[config.mk]
export PLATFORM = sky130hd
export DESIGN_NAME = reg_bus_sequencer_flat
export DESIGN_NICKNAME = d
export VERILOG_FILES = /design/src/rtl/reg_bus_sequencer_pkg.sv /design/src/rtl/reg_bus_sequencer_if.sv /design/src/rtl/reg_bus_sequencer_idx_to_onehot.sv /design/src/rtl/reg_bus_sequencer.sv /design/src/flat_wrapper.sv
export SDC_FILE = /design/constraint.sdc
export NUM_CORES = 1
export LEC_CHECK = 0
export ABC_CLOCK_PERIOD_IN_PS = 2400
export BUFFER_PORTS_ARGS = -buffer_cell sky130_fd_sc_hd__buf_2
export CAP_MARGIN = 25
export CELL_PAD_IN_SITES_DETAIL_PLACEMENT = 2
export CELL_PAD_IN_SITES_GLOBAL_PLACEMENT = 2
export CORE_MARGIN = 3
export CORE_UTILIZATION = 32
export DETAILED_ROUTE_END_ITERATION = 16
export PLACE_DENSITY_LB_ADDON = 0.1
export SYNTH_ARGS = -nofsm -noshare
export SYNTH_HDL_FRONTEND = slang
export SYNTH_SLANG_ARGS = --single-unit
[constraint.sdc]
create_clock -name clk -period 2.4 [get_ports clk]
set_clock_uncertainty 0.15 [all_clocks]
set_input_delay 0.48 -clock clk [delete_from_list [all_inputs] [get_ports clk]]
set_output_delay 0.48 -clock clk [all_outputs]
set_load 0.05 [all_outputs]
[src/rtl/reg_bus_sequencer_pkg.sv]
// Shared opcode and state definitions for the register bus sequencer.
package reg_bus_sequencer_pkg;

  typedef logic [1:0] opcode_t;

  localparam opcode_t OP_NOP  = 2'b00;
  localparam opcode_t OP_MOV  = 2'b01;
  localparam opcode_t OP_SWAP = 2'b10;
  localparam opcode_t OP_LOAD = 2'b11;

  typedef enum logic [1:0] {
    S_IDLE  = 2'd0,
    S_STEP1 = 2'd1,
    S_STEP2 = 2'd2,
    S_STEP3 = 2'd3
  } state_t;

endpackage

[src/rtl/reg_bus_sequencer_if.sv]
// Command handshake plus bus enable signals between a command issuer and the sequencer.
interface reg_bus_sequencer_if #(
  parameter int unsigned NUM_REGS = 4,
  parameter int unsigned IDX_W    = 2
);
  import reg_bus_sequencer_pkg::*;

  logic                cmd_valid;
  logic                cmd_ready;
  opcode_t             cmd_op;
  logic [IDX_W-1:0]    cmd_src;
  logic [IDX_W-1:0]    cmd_dst;
  logic [NUM_REGS-1:0] rd_en;
  logic [NUM_REGS-1:0] wr_en;
  logic                ext_oe;
  logic                busy;
  logic                done;
  logic                err;

  modport master (
    output cmd_valid, cmd_op, cmd_src, cmd_dst,
    input  cmd_ready, rd_en, wr_en, ext_oe, busy, done, err
  );

  modport slave (
    input  cmd_valid, cmd_op, cmd_src, cmd_dst,
    output cmd_ready, rd_en, wr_en, ext_oe, busy, done, err
  );

endinterface

[src/rtl/reg_bus_sequencer_idx_to_onehot.sv]
// Index-to-one-hot decoder; all zeros when disabled or when the index has no register.
module idx_to_onehot #(
  parameter int unsigned NUM_REGS = 4,
  parameter int unsigned IDX_W    = 2
) (
  input  logic [IDX_W-1:0]    idx,
  input  logic                en,
  output logic [NUM_REGS-1:0] onehot_c
);

  // Decode the index against every register slot.
  always_comb begin
    onehot_c = '0;
    for (int unsigned i = 0; i < NUM_REGS; i++) begin
      if (en && (32'(idx) == i)) begin
        onehot_c[i] = 1'b1;
      end
    end
  end

endmodule

[src/rtl/reg_bus_sequencer.sv]
// Sequences MOV / LOAD / SWAP transfers over the shared register bus, one bus driver per cycle.
module reg_bus_sequencer
  import reg_bus_sequencer_pkg::*;
#(
  parameter int unsigned NUM_REGS = 4,
  parameter int unsigned IDX_W    = 2,
  parameter int unsigned TMP_IDX  = 3
) (
  input  logic               clk,
  input  logic               reset,
  reg_bus_sequencer_if.slave bus
);

  localparam logic [IDX_W-1:0] TMP = IDX_W'(TMP_IDX);

  state_t              state;
  state_t              state_nxt;
  opcode_t             op_q;
  logic [IDX_W-1:0]    src_q;
  logic [IDX_W-1:0]    dst_q;
  logic                rej_q;

  logic                accept_c;
  logic                rej_in_c;
  opcode_t             op_c;
  logic [IDX_W-1:0]    src_c;
  logic [IDX_W-1:0]    dst_c;
  logic                rej_c;

  logic                rd_act;
  logic [IDX_W-1:0]    rd_idx;
  logic                wr_act;
  logic [IDX_W-1:0]    wr_idx;
  logic                ext_nxt;
  logic                done_nxt;
  logic                err_nxt;
  logic [NUM_REGS-1:0] rd_onehot_c;
  logic [NUM_REGS-1:0] wr_onehot_c;

  logic [NUM_REGS-1:0] rd_en_q;
  logic [NUM_REGS-1:0] wr_en_q;
  logic                ext_oe_q;
  logic                busy_q;
  logic                done_q;
  logic                err_q;

  function automatic logic in_range(input logic [IDX_W-1:0] idx);
    return 32'(idx) < NUM_REGS;
  endfunction

  assign bus.cmd_ready = (state == S_IDLE) && !reset;
  assign accept_c      = bus.cmd_valid && bus.cmd_ready;

  // Validate the incoming command against the register range and the scratch slot.
  always_comb begin
    rej_in_c = 1'b0;
    case (bus.cmd_op)
      OP_MOV:  rej_in_c = !in_range(bus.cmd_src) || !in_range(bus.cmd_dst);
      OP_LOAD: rej_in_c = !in_range(bus.cmd_dst);
      OP_SWAP: rej_in_c = !in_range(bus.cmd_src) || !in_range(bus.cmd_dst) ||
                          (bus.cmd_src == TMP) || (bus.cmd_dst == TMP);
      default: rej_in_c = 1'b0;
    endcase
  end

  // Step 1 is entered from the accepting edge, so it uses the live command fields.
  assign op_c  = (state == S_IDLE) ? bus.cmd_op  : op_q;
  assign src_c = (state == S_IDLE) ? bus.cmd_src : src_q;
  assign dst_c = (state == S_IDLE) ? bus.cmd_dst : dst_q;
  assign rej_c = (state == S_IDLE) ? rej_in_c    : rej_q;

  // Next state and the enables for the step being entered.
  always_comb begin
    state_nxt = S_IDLE;
    rd_act    = 1'b0;
    rd_idx    = '0;
    wr_act    = 1'b0;
    wr_idx    = '0;
    ext_nxt   = 1'b0;
    done_nxt  = 1'b0;
    err_nxt   = 1'b0;

    case (state)
      S_IDLE:  state_nxt = accept_c ? S_STEP1 : S_IDLE;
      S_STEP1: state_nxt = (op_c == OP_SWAP && !rej_c) ? S_STEP2 : S_IDLE;
      S_STEP2: state_nxt = S_STEP3;
      default: state_nxt = S_IDLE;
    endcase

    case (state_nxt)
      S_STEP1: begin
        if (rej_c) begin
          done_nxt = 1'b1;
          err_nxt  = 1'b1;
        end else begin
          case (op_c)
            OP_MOV: begin
              rd_act   = 1'b1;
              rd_idx   = src_c;
              wr_act   = 1'b1;
              wr_idx   = dst_c;
              done_nxt = 1'b1;
            end
            OP_LOAD: begin
              ext_nxt  = 1'b1;
              wr_act   = 1'b1;
              wr_idx   = dst_c;
              done_nxt = 1'b1;
            end
            OP_SWAP: begin
              rd_act = 1'b1;
              rd_idx = src_c;
              wr_act = 1'b1;
              wr_idx = TMP;
            end
            default: done_nxt = 1'b1;
          endcase
        end
      end
      S_STEP2: begin
        rd_act = 1'b1;
        rd_idx = dst_c;
        wr_act = 1'b1;
        wr_idx = src_c;
      end
      S_STEP3: begin
        rd_act   = 1'b1;
        rd_idx   = TMP;
        wr_act   = 1'b1;
        wr_idx   = dst_c;
        done_nxt = 1'b1;
      end
      default: ;
    endcase
  end

  idx_to_onehot #(.NUM_REGS(NUM_REGS), .IDX_W(IDX_W)) u_rd_dec (
    .idx      (rd_idx),
    .en       (rd_act),
    .onehot_c (rd_onehot_c)
  );

  idx_to_onehot #(.NUM_REGS(NUM_REGS), .IDX_W(IDX_W)) u_wr_dec (
    .idx      (wr_idx),
    .en       (wr_act),
    .onehot_c (wr_onehot_c)
  );

  // State, latched command and registered step outputs.
  always_ff @(posedge clk or posedge reset) begin
    if (reset) begin
      state    <= S_IDLE;
      op_q     <= OP_NOP;
      src_q    <= '0;
      dst_q    <= '0;
      rej_q    <= 1'b0;
      rd_en_q  <= '0;
      wr_en_q  <= '0;
      ext_oe_q <= 1'b0;
      busy_q   <= 1'b0;
      done_q   <= 1'b0;
      err_q    <= 1'b0;
    end else begin
      state <= state_nxt;
      if (accept_c) begin
        op_q  <= bus.cmd_op;
        src_q <= bus.cmd_src;
        dst_q <= bus.cmd_dst;
        rej_q <= rej_in_c;
      end
      rd_en_q  <= rd_onehot_c;
      wr_en_q  <= wr_onehot_c;
      ext_oe_q <= ext_nxt;
      busy_q   <= (state_nxt != S_IDLE);
      done_q   <= done_nxt;
      err_q    <= err_nxt;
    end
  end

  assign bus.rd_en  = rd_en_q;
  assign bus.wr_en  = wr_en_q;
  assign bus.ext_oe = ext_oe_q;
  assign bus.busy   = busy_q;
  assign bus.done   = done_q;
  assign bus.err    = err_q;

endmodule

[src/flat_wrapper.sv]
// flat-port wrapper written by rule: the top's interface ports become plain ports
module reg_bus_sequencer_flat import reg_bus_sequencer_pkg::*;
#(
  parameter int unsigned NUM_REGS = 4,
  parameter int unsigned IDX_W    = 2,
  parameter int unsigned TMP_IDX  = 3
)
  (clk, reset, bus_cmd_valid, bus_cmd_op, bus_cmd_src, bus_cmd_dst, bus_cmd_ready, bus_rd_en, bus_wr_en, bus_ext_oe, bus_busy, bus_done, bus_err);
  reg_bus_sequencer_if #(.NUM_REGS(NUM_REGS), .IDX_W(IDX_W)) bus_i ();
  input  logic clk;
  input  logic reset;
  input wire logic [$bits(bus_i.cmd_valid)-1:0] bus_cmd_valid;
  input wire logic [$bits(bus_i.cmd_op)-1:0] bus_cmd_op;
  input wire logic [$bits(bus_i.cmd_src)-1:0] bus_cmd_src;
  input wire logic [$bits(bus_i.cmd_dst)-1:0] bus_cmd_dst;
  output wire logic [$bits(bus_i.cmd_ready)-1:0] bus_cmd_ready;
  output wire logic [$bits(bus_i.rd_en)-1:0] bus_rd_en;
  output wire logic [$bits(bus_i.wr_en)-1:0] bus_wr_en;
  output wire logic [$bits(bus_i.ext_oe)-1:0] bus_ext_oe;
  output wire logic [$bits(bus_i.busy)-1:0] bus_busy;
  output wire logic [$bits(bus_i.done)-1:0] bus_done;
  output wire logic [$bits(bus_i.err)-1:0] bus_err;
  assign bus_i.cmd_valid = bus_cmd_valid;
  assign bus_i.cmd_op = bus_cmd_op;
  assign bus_i.cmd_src = bus_cmd_src;
  assign bus_i.cmd_dst = bus_cmd_dst;
  assign bus_cmd_ready = bus_i.cmd_ready;
  assign bus_rd_en = bus_i.rd_en;
  assign bus_wr_en = bus_i.wr_en;
  assign bus_ext_oe = bus_i.ext_oe;
  assign bus_busy = bus_i.busy;
  assign bus_done = bus_i.done;
  assign bus_err = bus_i.err;
  reg_bus_sequencer #(.NUM_REGS(NUM_REGS), .IDX_W(IDX_W), .TMP_IDX(TMP_IDX)) u_core (.clk(clk), .reset(reset), .bus(bus_i));
endmodule
==> summary.txt <==
Placed design
  – I/O Buffers: 21
  – Final HPWL DP: 2.00 mm
  – RD Place Congestion: slightly above 0.8
  – Inst Count DP: approximately 160

Routing
  – DRC: 0
  – Post-route antenna net violation count: 0
  – Initial DRC count: 6
  – Final WL: between 2 and 3 mm
  – Via count: about 800
  – DR WL/cell: between 15 and 20 um
  – TritonRoute pass-1 iters: 3
  – Via-per-instance ratio: slightly below 5

Floorplan
  – IO Pins: 22
  – Site row count: 19
  – Total core area: between 2000 and 3000 um2
  – Die Ht: between 60 and 70 um
  – Die area: a little under 4000 um2
  – Die Span X: just over 60 um
  – Starting density of the core: a little over a third

Clocking
  – Worst skew pair latency: a little over 0.3 ns
  – Clock Tree Root: clkbuf_4
  – Clock slew at the register clock pins of the worst setup and hold paths: about 0.12 ns
  – Hold buffer count at CTS: 0
  – Clk buf depth: 2
  – CTS HTree Levels: 1
  – Clock sinks: 21
  – Post-CTS Setup Bufs: 0
  – TritonCTS clock tree: built
  – CTS buffer count: 3

Global routing
  – GRT Overall Usage: 14.8%
  – Largest net degree at the start of global routing: 22
  – Number of global-route vias before repair: just over 900
  – Grt total ovfl: 0
  – Global-route wire length before repair: between 4 and 5 mm
  – Initial antenna violation count: 0

Setup path
  – Setup crit end kind: flip-flop
  – Reg2reg end: u_core.bus.rd_en[3]
  – Worst setup path start: u_core.state[1]
  – Crit Path Max Fanout: 6
  – Worst setup path endpoint: u_core.bus.rd_en[3]
  – Startpoint types: flip-flop
  – CP Class: flip-flop to flip-flop
  – Arrival @ worst endpoint: about 2.3 ns
  – Worst path required time: 2.45 ns
  – Worst Reg-to-Reg Cells: 7
  – R2r setup slk: about 0.18 ns
  – FF-to-FF Start: u_core.state[1]

Synth
  – Ranking of synthesized cells by area: dfrtp_1, nand2_1, nor2_1, ha_1, mux2_2
  – Mean post-synth cell area: about 10 um2
  – FF+latch count, synth: 21
  – Ys Warns: 0
  – Post-synth net total: 108
  – Post-synthesis sequential area ratio: between 50% and 60%
  – Netlist cell types: 29
  – Cell accounting for the most synthesized area: dfrtp_1
  – Mapped Cells: between 90 and 100
  – Synth top area share: between 50% and 60%
  – Synth Cell Area: roughly 1000 um2

Power and ir drop
  – Leakage: 0.000652 uW
  – VDD IR max: between 300 and 400 uV
  – Clock power frac: between 10% and 20%
  – Internal power: about 780 uW
  – Combinational cell fraction of total power: a little over half
  – Cell Pwr Density: roughly 1200 nW/um2
  – Overall Power: between 1000 and 1500 uW
  – Switching pwr: just under 700 uW
  – Seq pwr share: between 30% and 40%
  – Switch share: between 40% and 50%

Final layout
  – Diodes inserted: 0
  – Final cell count without fillers: between 150 and 200
  – # fillers: 322
  – Area delta synth->final: 20.4%
  – Nets: approximately 140
  – Layout cells sized above 1: between 30% and 40%
  – Final Util: about 42%

STA
  – Slew Limit Headroom: between 60% and 70%
  – Setup TNS: 0 ns
  – Fin crit period: between 2 and 2.5 ns
  – Setup violators final: 0
  – Slew Viols, Final: 0
  – Fmax: roughly 0.45 GHz
  – RSZ-0062 raised after global routing: no
  – Final hold violations: 0
  – Tcrit/Tclk final: between 90% and 100%
  – Actual slew at the worst max-slew pin: 0.451 ns

Run
  – Max-cap violations: 0

Worst hold path
  – HP Class: input port to async pin

Status
  – Status: finished clean
-- synth_stat cells (all sizes together) --
| library cell | instances |
|---|---|
| o21ai | 4 |
| nor2b | 2 |
| a31o | 1 |
| nor3 | 3 |
| nor4b | 1 |
| nand2b | 1 |
| and2 | 1 |
| ha | 3 |
| buf | 1 |
| nand2 | 19 |
| o211ai | 1 |
| a21o | 3 |
| a22o | 2 |
| dfrtp | 21 |
| or4b | 1 |
| o21bai | 1 |
| o21a | 1 |
| a21oi | 2 |
| and4bb | 1 |
| a22oi | 3 |
| nor2 | 11 |
| inv | 5 |
| mux2 | 3 |
| or2 | 1 |
| a2111oi | 1 |
| a31oi | 3 |
-- per-stage QoR --
| step | hold slack [ns] | cell area, um2 | worst slack, ns |
|---|---|---|---|
| 2_1_floorplan | 0.291 | 1010 | 0.223 |
| 3_3_place_gp | 0.326 | 1180 | 0.204 |
| 3_5_place_dp | 0.336 | 1180 | 0.144 |
| 4_1_cts | 0.109 | 1210 | 0.133 |
| 5_1_grt | 0.139 | 1210 | 0.0384 |
| 6_report | 0.107 | 1210 | 0.175 |
-- final cells by class --
cell class	instances	area, um2	share of cell area (%)
Sequential cell	21	526	43.3
Inverter	5	18.8	1.55
Timing Repair Buffer	25	135	11.1
Multi-Input combinational cell	69	454	37.5
Tap cell	42	52.6	4.33
Clock buffer	4	26.3	2.17
-- critical path, cell delays in order, from the launching register on --
cell      delay (ns)
dfrtp_1         0.40
nor2_1          0.18
mux2_2          0.39
ha_1            0.20
and4bb_2        0.28
a21o_1          0.20
a31oi_1         0.22
nor2_1          0.09
-- kinds of logic after synthesis --
kind of cell | after synthesis | synth area share [%]
buffers and inverters | 6 | 2.98
adder cells (fa/ha/maj) | 3 | 3.73
AND/OR/NAND/NOR | 41 | 21.7
AO/OA/AOI/OAI | 22 | 16.0
flip-flops | 21 | 52.2
multiplexers | 3 | 3.35
-- registers in the layout (all words and copies together), names as in the netlist --
register,flops
u_core.bus.rd_en,4
u_core.bus.wr_en,4
u_core.dst_q,2
u_core.op_q,2
u_core.src_q,2
u_core.state,2
u_core.bus.busy,1
u_core.bus.done,1
u_core.bus.err,1
u_core.bus.ext_oe,1
u_core.rej_q,1
-- layout by cell type, fill, tap and decap left out, types with 2 or more instances in the layout --
cell type  count
a22o_1         2
mux2_2         3
clkbuf_4       3
nor3_2         2
a31oi_1        3
inv_1          5
a22oi_1        3
buf_4          4
nand2_1       19
o21ai_1        3
dfrtp_1       21
buf_2         21
a21o_1         3
nor2_1        10
nor2b_1        2
ha_1           3
-- repair_timing --
item | in CTS | in global routing
resized for setup | 0 | 1
hold endpoints to repair | 0 | 0
setup endpoints to repair | 0 | 1
-- layer usage --
layer	vias to the layer above	routed length (um)	track usage [%]
met5	-	0	0
met4	0	25	4.14
met3	4	105	3.24
met2	17	1300	25.3
met1	414	1130	19.0
li1	387	-	-
-- worst min-delay path by stage --
stage                         from             endpoint  depth (start not counted)
floorplan           u_core.op_q[0]       u_core.op_q[0]                          2
global placement      u_core.rej_q         u_core.rej_q                          1
detailed placement  u_core.op_q[0]       u_core.op_q[0]                          2
CTS                          reset      u_core.bus.done                          3
global route                 reset  u_core.bus.wr_en[0]                          3
finish                       reset      u_core.bus.done                          3
-- power by group through the flow --
stage,registers (uW),clock network (uW),logic (uW)
final,525,177,775
after global routing,541,202,859
after CTS,528,184,785
after detailed placement,536,0,769
after global placement,532,0,748
after floorplan,705,0,387
No activity file was read; power rests on OpenSTA's default activity.
